$ cat src/rtl/instruction_fetch_unit_pkg.sv
`default_nettype none
// ============================================================================
// Module   : instruction_fetch_unit_pkg
// Brief    : Shared state encodings and default widths for the fetch stage.
// Revision : 1.0 - initial release
// ============================================================================
package instruction_fetch_unit_pkg;

    localparam int DEFAULT_ADDR_WIDTH  = 8;
    localparam int DEFAULT_INSTR_WIDTH = 16;
    localparam int COUNT_WIDTH         = 16;

    // Code 2'b11 is unused; the FSM treats it as a return to idle.
    typedef enum logic [1:0] {
        FETCH_IDLE   = 2'b00,
        FETCH_RUN    = 2'b01,
        FETCH_HALTED = 2'b10
    } fetch_state_e;

endpackage
`default_nettype wire

$ cat src/rtl/instruction_fetch_unit_program_counter.sv
`default_nettype none
// ============================================================================
// Module   : program_counter
// Brief    : Program counter with load (jump), increment and natural wrap.
// Revision : 1.0 - initial release
// ============================================================================
module program_counter #(
    parameter int          ADDR_WIDTH = 8,
    parameter int unsigned RESET_PC   = 0
) (
    input  logic                  clock,
    input  logic                  reset_n,
    input  logic                  load_en,
    input  logic [ADDR_WIDTH-1:0] load_value,
    input  logic                  incr_en,
    output logic [ADDR_WIDTH-1:0] pc
);

    logic [ADDR_WIDTH-1:0] pc_q;
    logic [ADDR_WIDTH-1:0] pc_d;

    // Next PC: a load takes precedence over an increment; the add wraps.
    always_comb begin
        pc_d = pc_q;
        if (load_en) begin
            pc_d = load_value;
        end else if (incr_en) begin
            pc_d = pc_q + {{(ADDR_WIDTH-1){1'b0}}, 1'b1};
        end
    end

    // PC register with asynchronous reset to the configured start address.
    always_ff @(posedge clock or negedge reset_n) begin
        if (!reset_n) begin
            pc_q <= ADDR_WIDTH'(RESET_PC);
        end else begin
            pc_q <= pc_d;
        end
    end

    assign pc = pc_q;

endmodule
`default_nettype wire

$ cat src/rtl/instruction_fetch_unit.sv
`default_nettype none
// ============================================================================
// Module   : instruction_fetch_unit
// Brief    : Fetch stage: PC, instruction register with valid/ready handshake,
//            jump with IR flush, halt, and an issued-instruction counter.
// Revision : 1.0 - initial release
// ============================================================================
module instruction_fetch_unit
    import instruction_fetch_unit_pkg::*;
#(
    parameter int          ADDR_WIDTH  = DEFAULT_ADDR_WIDTH,
    parameter int          INSTR_WIDTH = DEFAULT_INSTR_WIDTH,
    parameter int unsigned RESET_PC    = 0
) (
    input  logic                   clock,
    input  logic                   reset_n,
    output logic [ADDR_WIDTH-1:0]  pc_address,
    input  logic [INSTR_WIDTH-1:0] rom_instruction,
    output logic [INSTR_WIDTH-1:0] ir_out,
    output logic [ADDR_WIDTH-1:0]  ir_pc,
    output logic                   ir_valid,
    input  logic                   ir_ready,
    input  logic                   jump_en,
    input  logic [ADDR_WIDTH-1:0]  jump_target,
    input  logic                   halt,
    output logic                   halted,
    output logic [COUNT_WIDTH-1:0] issued_count
);

    localparam logic [COUNT_WIDTH-1:0] COUNT_MAX = {COUNT_WIDTH{1'b1}};

    fetch_state_e           state_q;
    fetch_state_e           state_d;
    logic [INSTR_WIDTH-1:0] ir_q;
    logic [INSTR_WIDTH-1:0] ir_d;
    logic [ADDR_WIDTH-1:0]  ir_pc_q;
    logic [ADDR_WIDTH-1:0]  ir_pc_d;
    logic                   ir_valid_q;
    logic                   ir_valid_d;
    logic [COUNT_WIDTH-1:0] count_q;
    logic [COUNT_WIDTH-1:0] count_d;

    logic [ADDR_WIDTH-1:0]  pc;
    logic                   jump_take;
    logic                   fetch;
    logic                   handshake;

    // Jumps are honoured only once running; a fetch needs a free or draining IR.
    always_comb begin
        jump_take = jump_en && ((state_q == FETCH_RUN) || (state_q == FETCH_HALTED));
        handshake = ir_valid_q && ir_ready;
        fetch     = (state_q == FETCH_RUN) && !jump_en && (!ir_valid_q || ir_ready);
    end

    // Next-state logic: jump beats halt, and only a jump leaves HALTED.
    always_comb begin
        state_d = state_q;
        case (state_q)
            FETCH_IDLE:   state_d = FETCH_RUN;
            FETCH_RUN: begin
                if (jump_en) begin
                    state_d = FETCH_RUN;
                end else if (halt) begin
                    state_d = FETCH_HALTED;
                end
            end
            FETCH_HALTED: begin
                if (jump_en) begin
                    state_d = FETCH_RUN;
                end
            end
            default:      state_d = FETCH_IDLE;
        endcase
    end

    // IR, valid flag and issue counter updates.
    always_comb begin
        ir_d       = ir_q;
        ir_pc_d    = ir_pc_q;
        ir_valid_d = ir_valid_q;
        count_d    = count_q;

        if (fetch) begin
            ir_d       = rom_instruction;
            ir_pc_d    = pc;
            ir_valid_d = 1'b1;
        end

        // A jump flushes the IR; a consumed IR with no refill goes empty.
        if (jump_take) begin
            ir_valid_d = 1'b0;
        end else if (handshake && !fetch) begin
            ir_valid_d = 1'b0;
        end

        if (handshake && (count_q != COUNT_MAX)) begin
            count_d = count_q + {{(COUNT_WIDTH-1){1'b0}}, 1'b1};
        end
    end

    // State and IR registers with asynchronous active-low reset.
    always_ff @(posedge clock or negedge reset_n) begin
        if (!reset_n) begin
            state_q    <= FETCH_IDLE;
            ir_q       <= '0;
            ir_pc_q    <= '0;
            ir_valid_q <= 1'b0;
            count_q    <= '0;
        end else begin
            state_q    <= state_d;
            ir_q       <= ir_d;
            ir_pc_q    <= ir_pc_d;
            ir_valid_q <= ir_valid_d;
            count_q    <= count_d;
        end
    end

    program_counter #(
        .ADDR_WIDTH (ADDR_WIDTH),
        .RESET_PC   (RESET_PC)
    ) u_program_counter (
        .clock      (clock),
        .reset_n    (reset_n),
        .load_en    (jump_take),
        .load_value (jump_target),
        .incr_en    (fetch),
        .pc         (pc)
    );

    assign pc_address   = pc;
    assign ir_out       = ir_q;
    assign ir_pc        = ir_pc_q;
    assign ir_valid     = ir_valid_q;
    assign halted       = (state_q == FETCH_HALTED);
    assign issued_count = count_q;

endmodule
`default_nettype wire

$ cat config.mk
export PLATFORM = sky130hd
export DESIGN_NAME = instruction_fetch_unit
export DESIGN_NICKNAME = d
export VERILOG_FILES = /design/src/rtl/instruction_fetch_unit_pkg.sv /design/src/rtl/instruction_fetch_unit_program_counter.sv /design/src/rtl/instruction_fetch_unit.sv
export SDC_FILE = /design/constraint.sdc
export NUM_CORES = 1
export LEC_CHECK = 0
export BUFFER_PORTS_ARGS = -buffer_cell sky130_fd_sc_hd__buf_2
export CORE_ASPECT_RATIO = 0.9
export CORE_MARGIN = 10
export CORE_UTILIZATION = 27
export CTS_CLUSTER_DIAMETER = 150
export CTS_CLUSTER_SIZE = 28
export DETAILED_ROUTE_END_ITERATION = 7
export PLACE_DENSITY = 0.47
export SYNTH_ARGS = -nofsm -noshare
export SYNTH_HDL_FRONTEND = slang
export SYNTH_HIERARCHICAL = 1
export SYNTH_SLANG_ARGS = --single-unit
$ cat constraint.sdc
create_clock -name clock -period 2.5 [get_ports clock]
set_clock_uncertainty 0.15 [all_clocks]
set_input_delay 0.25 -clock clock [delete_from_list [all_inputs] [get_ports clock]]
set_output_delay 0.25 -clock clock [all_outputs]
set_load 0.05 [all_outputs]
==> metrics.txt, run 1 <==
number of global-route vias before repair 1962; # diodes 0; io pins 79; Syn Nets 233; post-synthesis adder-cell area fraction 4.16%; final global-route overflow total 0; Tmin final 2.06 ns; CP endpoint kind flop; CTS tree done; clock buffer count from CTS 5; number of cells on the worst hold path 3; Slew @ Worst Pin 0.468 ns; Via Count 1779; worst-path cell chain inv_1 > ha_1 > nor3b_4 > nand4_4 > or4_1 > nand3_1; worst stage delay on the critical path 0.49 ns; CP startpoint kind flop; Async SR Flop Fraction 100%; clock root buffer clkbuf_8; initial antenna violation count 0; synth-to-layout area growth 30.9%; total track usage 9.25%; pwr dens 1350 nW/um^2; FF-to-FF path depth 6; Synth Area in XOR/XNOR 5.82%; fmax 486 MHz; per-cell routed wire length 14.7 um; Seq/Total Area, Yosys 53.0%; count of cell types in the netlist 38; Initial Util 27.9%; final worst slack 0.440 ns; Compound-Gate Fraction of Synth Area 4.05%; Final Hold Vio Count 0; slowest CP cell or4_1; average size of a mapped cell 12.3 sq um; CP top delay family simple AND/OR/NAND/NOR gates; Die X-Extent 120 um; TNS Setup 0 ns; FP Rows 32; clk buf depth 2; initial DRC count 62; most frequent cells in the layout buf_2, dfrtp_1, mux2_2, nand2_1, xnor2_1; first-pass detailed-route iteration total 4; critical path depth in cells 6; mux cell area share after synthesis 13.6%; largest net degree at the start of global routing 52; Skew-Pair Late Insertion Delay 0.31 ns; placed inst area 2960 sq um; prevailing post-synth register cell dfrtp_1; Net count, final 325; vias per cell 4.36; CP required 2.60 ns; simple-gate area share of the yosys netlist 17.0%; die area 13100 sq um; final setup fails 0; Slew headroom 68.8%; detailed-route DRC error count 0; Post-synth EDFFs 0; Syn Inst Count 196; Design Area, Final 3150 sq um; Mapped Area 2410 sq um; crit path kind flop to flop; Die Y 110 um; share of cells above drive strength 1 43.3%; RSZ-0062 raised after global routing no; CTS Sinks 51; DRT Wirelength 6.00 mm; leak pwr 1.49 nW; commonest non-fill, non-tap cell in the layout buf_2; Core ar. 8650 sq um; Final period util 82.4%; worst-path maximum fanout 5; clk slew on worst S/H paths 0.10 ns; worst hold path class input port to flop; global-route wire length before repair 9.96 mm; Max Cap Viol 0; dpl hpwl 4.52 mm; CP arrival 2.15 ns; status finished, final reports clean; H-tree levels 2; main combinational cell family by area after synthesis simple AND/OR/NAND/NOR gates; post-synthesis register bit count 51; VDD IR-drop max 0.000644 V; WP buf/inv 1; post-route antenna net violation count 0; port bufs 78; Final Max Tran Viols 0; pre-CTS WS 0.441 ns; global placer's final weighted congestion 0.734; YS warnings 6
[worst reg2reg max path, delay by kind of cell (launching register included)]
family,cells,cell delay (ns)
buf+inv,1,0.13
fa+ha+maj,1,0.23
simple gates,4,1.07
flops,1,0.44
[report_power, final]
part,total (mW),internal [mW],switching (mW)
clock network,0.509,0.206,0.303
registers,1.44,1.15,0.293
logic,2.32,0.697,1.62
[per-layer routing]
layer | up-vias | global-route usage [%] | routed length (um)
met5 | - | 0 | 0
li1 | 882 | - | -
met1 | 835 | 12.2 | 2840
met2 | 60 | 13.4 | 2630
met3 | 2 | 4.51 | 499
met4 | 0 | 2.07 | 19
[cell type report]
type                            instances  area, sq um
Timing Repair Buffer                   92          533
Clock inverter                          3         27.5
Tap cell                              119          149
Sequential cell                        51         1280
Clock buffer                            5         68.8
Fill cell                             922         5500
Multi-Input combinational cell        134         1080
Inverter                                4         15.0
[repair_timing]
| action | in CTS | in global routing |
|---|---|---|
| hold buffers | 8 | 2 |
| endpoints found under the setup margin | 0 | 0 |
| endpoints found under the hold margin | 58 | 2 |
| setup buffers | 0 | 0 |
| gates resized for setup | 0 | 0 |
[cells in the mapped netlist (2+ instances only)]
master,number,share of area [%]
nand2_1,13,2.0
nor2b_1,4,1.0
o21ai_0,7,1.5
clkbuf_1,2,0.31
inv_1,4,0.62
and2_1,4,1.0
nand4_1,9,2.3
nor2_1,3,0.47
nor3_1,2,0.42
nand2b_1,2,0.52
xnor2_1,11,4.0
and4_1,4,1.5
or4_1,3,0.93
buf_2,2,0.42
mux2i_1,2,0.83
nand4_2,2,1.0
mux2_2,26,12
and3_1,2,0.52
dfrtp_1,51,53
ha_1,8,4.2
nand3_1,10,2.1
xor2_1,5,1.8
o21ai_1,2,0.42
a21oi_1,4,0.83
[flip-flops by register name (all words and copies together) (netlist names)]
signal,count
ir_out,16
issued_count,16
ir_pc,8
u_program_counter/pc,8
state_q,2
ir_valid,1
[cell families (layout without fill, tap and decap cells)]
group / after synthesis / after routing
adder cells (fa/ha/maj): 8 / 8
buffers and inverters: 11 / 104
AND/OR/NAND/NOR: 64 / 64
XOR/XNOR: 16 / 16
multiplexers: 29 / 29
flip-flops: 51 / 51
AO/OA/AOI/OAI: 17 / 17
[path summary, 6_finish.rpt]
| check | endpoint | startpoint | slack (ns) |
|---|---|---|---|
| min reg2reg | issued_count[15]$_DFFE_PN0P_ | issued_count[15]$_DFFE_PN0P_ | 0.36 |
| max | u_program_counter/pc[7]$_DFFE_PN0P_ | state_q[1]$_DFFE_PN0P_ | 0.44 |
| max reg2reg | u_program_counter/pc[7]$_DFFE_PN0P_ | state_q[1]$_DFFE_PN0P_ | 0.44 |
| max in group asynchronous | ir_valid$_DFFE_PN0P_ | reset_n | 1.65 |
| min | u_program_counter/pc[5]$_DFFE_PN0P_ | jump_target[5] | 0.007 |
| min in group asynchronous | issued_count[15]$_DFFE_PN0P_ | reset_n | 0.29 |
[through the flow]
step           instances  hold slack [ns]  total power [mW]  utilization (%)
2_1_floorplan        196           -0.196              3.18                -
3_3_place_gp         390            0.118              3.78             34.2
3_5_place_dp         390            0.114              3.80             34.2
4_1_cts              406         0.000139              4.34             36.2
5_1_grt              408         0.000546              4.57             36.5
6_report             408          0.00745              4.27             36.5
Power figures use the tool's default switching activity.
==> run 2: changes to the inputs <==
--- a/config.mk
+++ b/config.mk
@@ -12,7 +12,7 @@
 export CTS_CLUSTER_DIAMETER = 150
 export CTS_CLUSTER_SIZE = 28
 export DETAILED_ROUTE_END_ITERATION = 7
-export PLACE_DENSITY = 0.47
+export PLACE_DENSITY = 0.45
 export SYNTH_ARGS = -nofsm -noshare
 export SYNTH_HDL_FRONTEND = slang
 export SYNTH_HIERARCHICAL = 1
==> constraint.sdc (replaced) <==
create_clock -name clock -period 2.15 [get_ports clock]
set_clock_uncertainty 0.15 [all_clocks]
set_input_delay 0.215 -clock clock [delete_from_list [all_inputs] [get_ports clock]]
set_output_delay 0.215 -clock clock [all_outputs]
set_load 0.05 [all_outputs]
==> metrics.txt, run 2 (synthesis gave the netlist of run 1 again) <==
Clock Power Share 15.6% (+3.7 points); Net count, final 345 (+6.2%); clk slew on worst S/H paths 0.10 ns (about the same); clk buf depth 2 (unchanged); Final period util 93.9% (+12 points); final non-filler cell total 428 (+4.9%); port bufs 78 (unchanged); Initial Util 27.9% (unchanged); largest net degree at the start of global routing 28 (-46%); crit path kind flop to flop; clock root buffer clkbuf_8; detailed-route DRC error count 0 (unchanged); Most Crowded Layer GR met2; Tmin final 2.02 ns (-0.0400 ns); placed inst area 3010 sq um (+1.9%); number of global-route vias before repair 2001 (+2.0%); CP arrival 2.11 ns (-0.04 ns); CP startpoint kind flop; Slew headroom 56.8% (-12 points); leak pwr 1.58 nW (+6.2%); RSZ-0062 raised after global routing no; global-route wire length before repair 10.6 mm (+6.4%); Core ar. 8650 sq um (unchanged); Design Area, Final 3410 sq um (+8.1%); Final Hold Vio Count 0 (unchanged); most frequent cells in the layout buf_2, dfrtp_1, mux2_2, dlygate4sd3_1, dfrtp_2; initial antenna violation count 0 (unchanged); Max Cap Viol 0 (unchanged); H-tree levels 2 (unchanged); final global-route overflow total 0 (unchanged); Psw 2.59 mW (+17%); first-pass detailed-route iteration total 4 (unchanged); post-route antenna net violation count 0 (unchanged); share of cells above drive strength 1 46.9% (+3.7 points); initial DRC count 59 (-4.8%); CTS tree done; FP Rows 32 (unchanged); Placed Cells 394 (+1.0%); commonest non-fill, non-tap cell in the layout buf_2; Die X-Extent 120 um (unchanged); synth-to-layout area growth 41.6%; VDD IR-drop max 0.000777 V (+21%); worst hold path class input port to flop; GR Layer Usage met2 14.8% (+1.4 points); TNS Setup 0 ns (unchanged); CP endpoint kind flop; Final Max Tran Viols 0 (unchanged); vias per cell 4.34 (-0.55%); dpl hpwl 4.67 mm (+3.2%); CTS Sinks 51 (unchanged); Via Count 1856 (+4.3%); grt met3 use 4.31% (-0.21 points); Comb power frac 52.5% (-1.8 points); fmax 495 MHz (+2.0%); global placer's final weighted congestion 0.777 (+5.9%); Slew @ Worst Pin 0.649 ns (+0.180 ns); Die Y 110 um (unchanged); DRT Wirelength 6.34 mm (+5.6%); switch share 49.2% (-2.8 points); clock buffer count from CTS 5 (unchanged); Flop pwr share 31.9% (-1.8 points); CP required 2.24 ns (-0.36 ns); Pint 2.67 mW (+30%); total track usage 9.80% (+0.55 points); pwr dens 1540 nW/um^2 (+14%); worst-path maximum fanout 7 (+2); final setup fails 0 (unchanged); die area 13100 sq um (unchanged); Skew-Pair Late Insertion Delay 0.30 ns (about the same); status finished, final reports clean; per-cell routed wire length 14.8 um (+0.70%); io pins 79 (unchanged); # diodes 0 (unchanged); met1 usage 12.8% (+0.62 points)
==> run 2: layout make-up <==
cell class                      instances  area (sq um)
Inverter                                4          15.0
Sequential cell                        51          1290
Timing Repair Buffer                  112           721
Clock inverter                          3          71.3
Tap cell                              119           149
Fill cell                             861          5240
Clock buffer                            5          68.8
Multi-Input combinational cell        134          1090
==> run 2: repair_timing <==
item,4_1_cts,5_1_grt
endpoints found under the setup margin,0,14
hold endpoints to repair,50,0
gates resized for setup,0,0
buffers inserted,0,1
hold buffers,25,0
==> run 2: final timing paths <==
kind | startpoint | to | slack (ns) | cells past startpoint
max | state_q[1]$_DFFE_PN0P_ | u_program_counter/pc[7]$_DFFE_PN0P_ | 0.13 | 7
min in group asynchronous | reset_n | ir_out[14]$_DFFE_PN0P_ | 0.33 | 2
max in group asynchronous | reset_n | state_q[1]$_DFFE_PN0P_ | 0.95 | 3
min | jump_en | ir_valid$_DFFE_PN0P_ | 0.03 | 2
max reg2reg | state_q[1]$_DFFE_PN0P_ | u_program_counter/pc[7]$_DFFE_PN0P_ | 0.13 | 7
min reg2reg | issued_count[15]$_DFFE_PN0P_ | issued_count[15]$_DFFE_PN0P_ | 0.35 | 1
==> run 2: power groups by stage <==
stage	Sequential (mW)	Combinational, mW	Clock [mW]
after global routing	1.76	2.97	0.885
final	1.68	2.76	0.822
after detailed placement	1.71	2.75	0
after global placement	1.71	2.73	0
after floorplan	2.87	0.868	0
after CTS	1.69	2.79	0.852
==> run 2: metal layers <==
metal / share of wire (%) / up-vias
met1: 48 / 873
met2: 44 / 55
li1: - / 924
met3: 8.2 / 4
met5: 0 / -
met4: 0.51 / 0
==> run 2: through the flow <==
stage	hold WS, ns	setup slack (ns)	util [%]	total power [mW]
4_1_cts	0.0174	0.0160	39.3	5.34
3_5_place_dp	0.139	0.0467	34.8	4.46
3_3_place_gp	0.139	0.138	34.8	4.43
5_1_grt	0.0240	0.0152	39.4	5.61
6_report	0.0320	0.130	39.4	5.26
2_1_floorplan	-0.231	-0.0184	-	3.74
==> run 2: worst max-delay path: stages, from the launching register on <==
cell     delay (ns)
dfrtp_1        0.44
inv_1          0.11
ha_1           0.22
nor3b_4        0.19
buf_4          0.18
nand4_4        0.14
or4_1          0.42
nand3_1        0.10
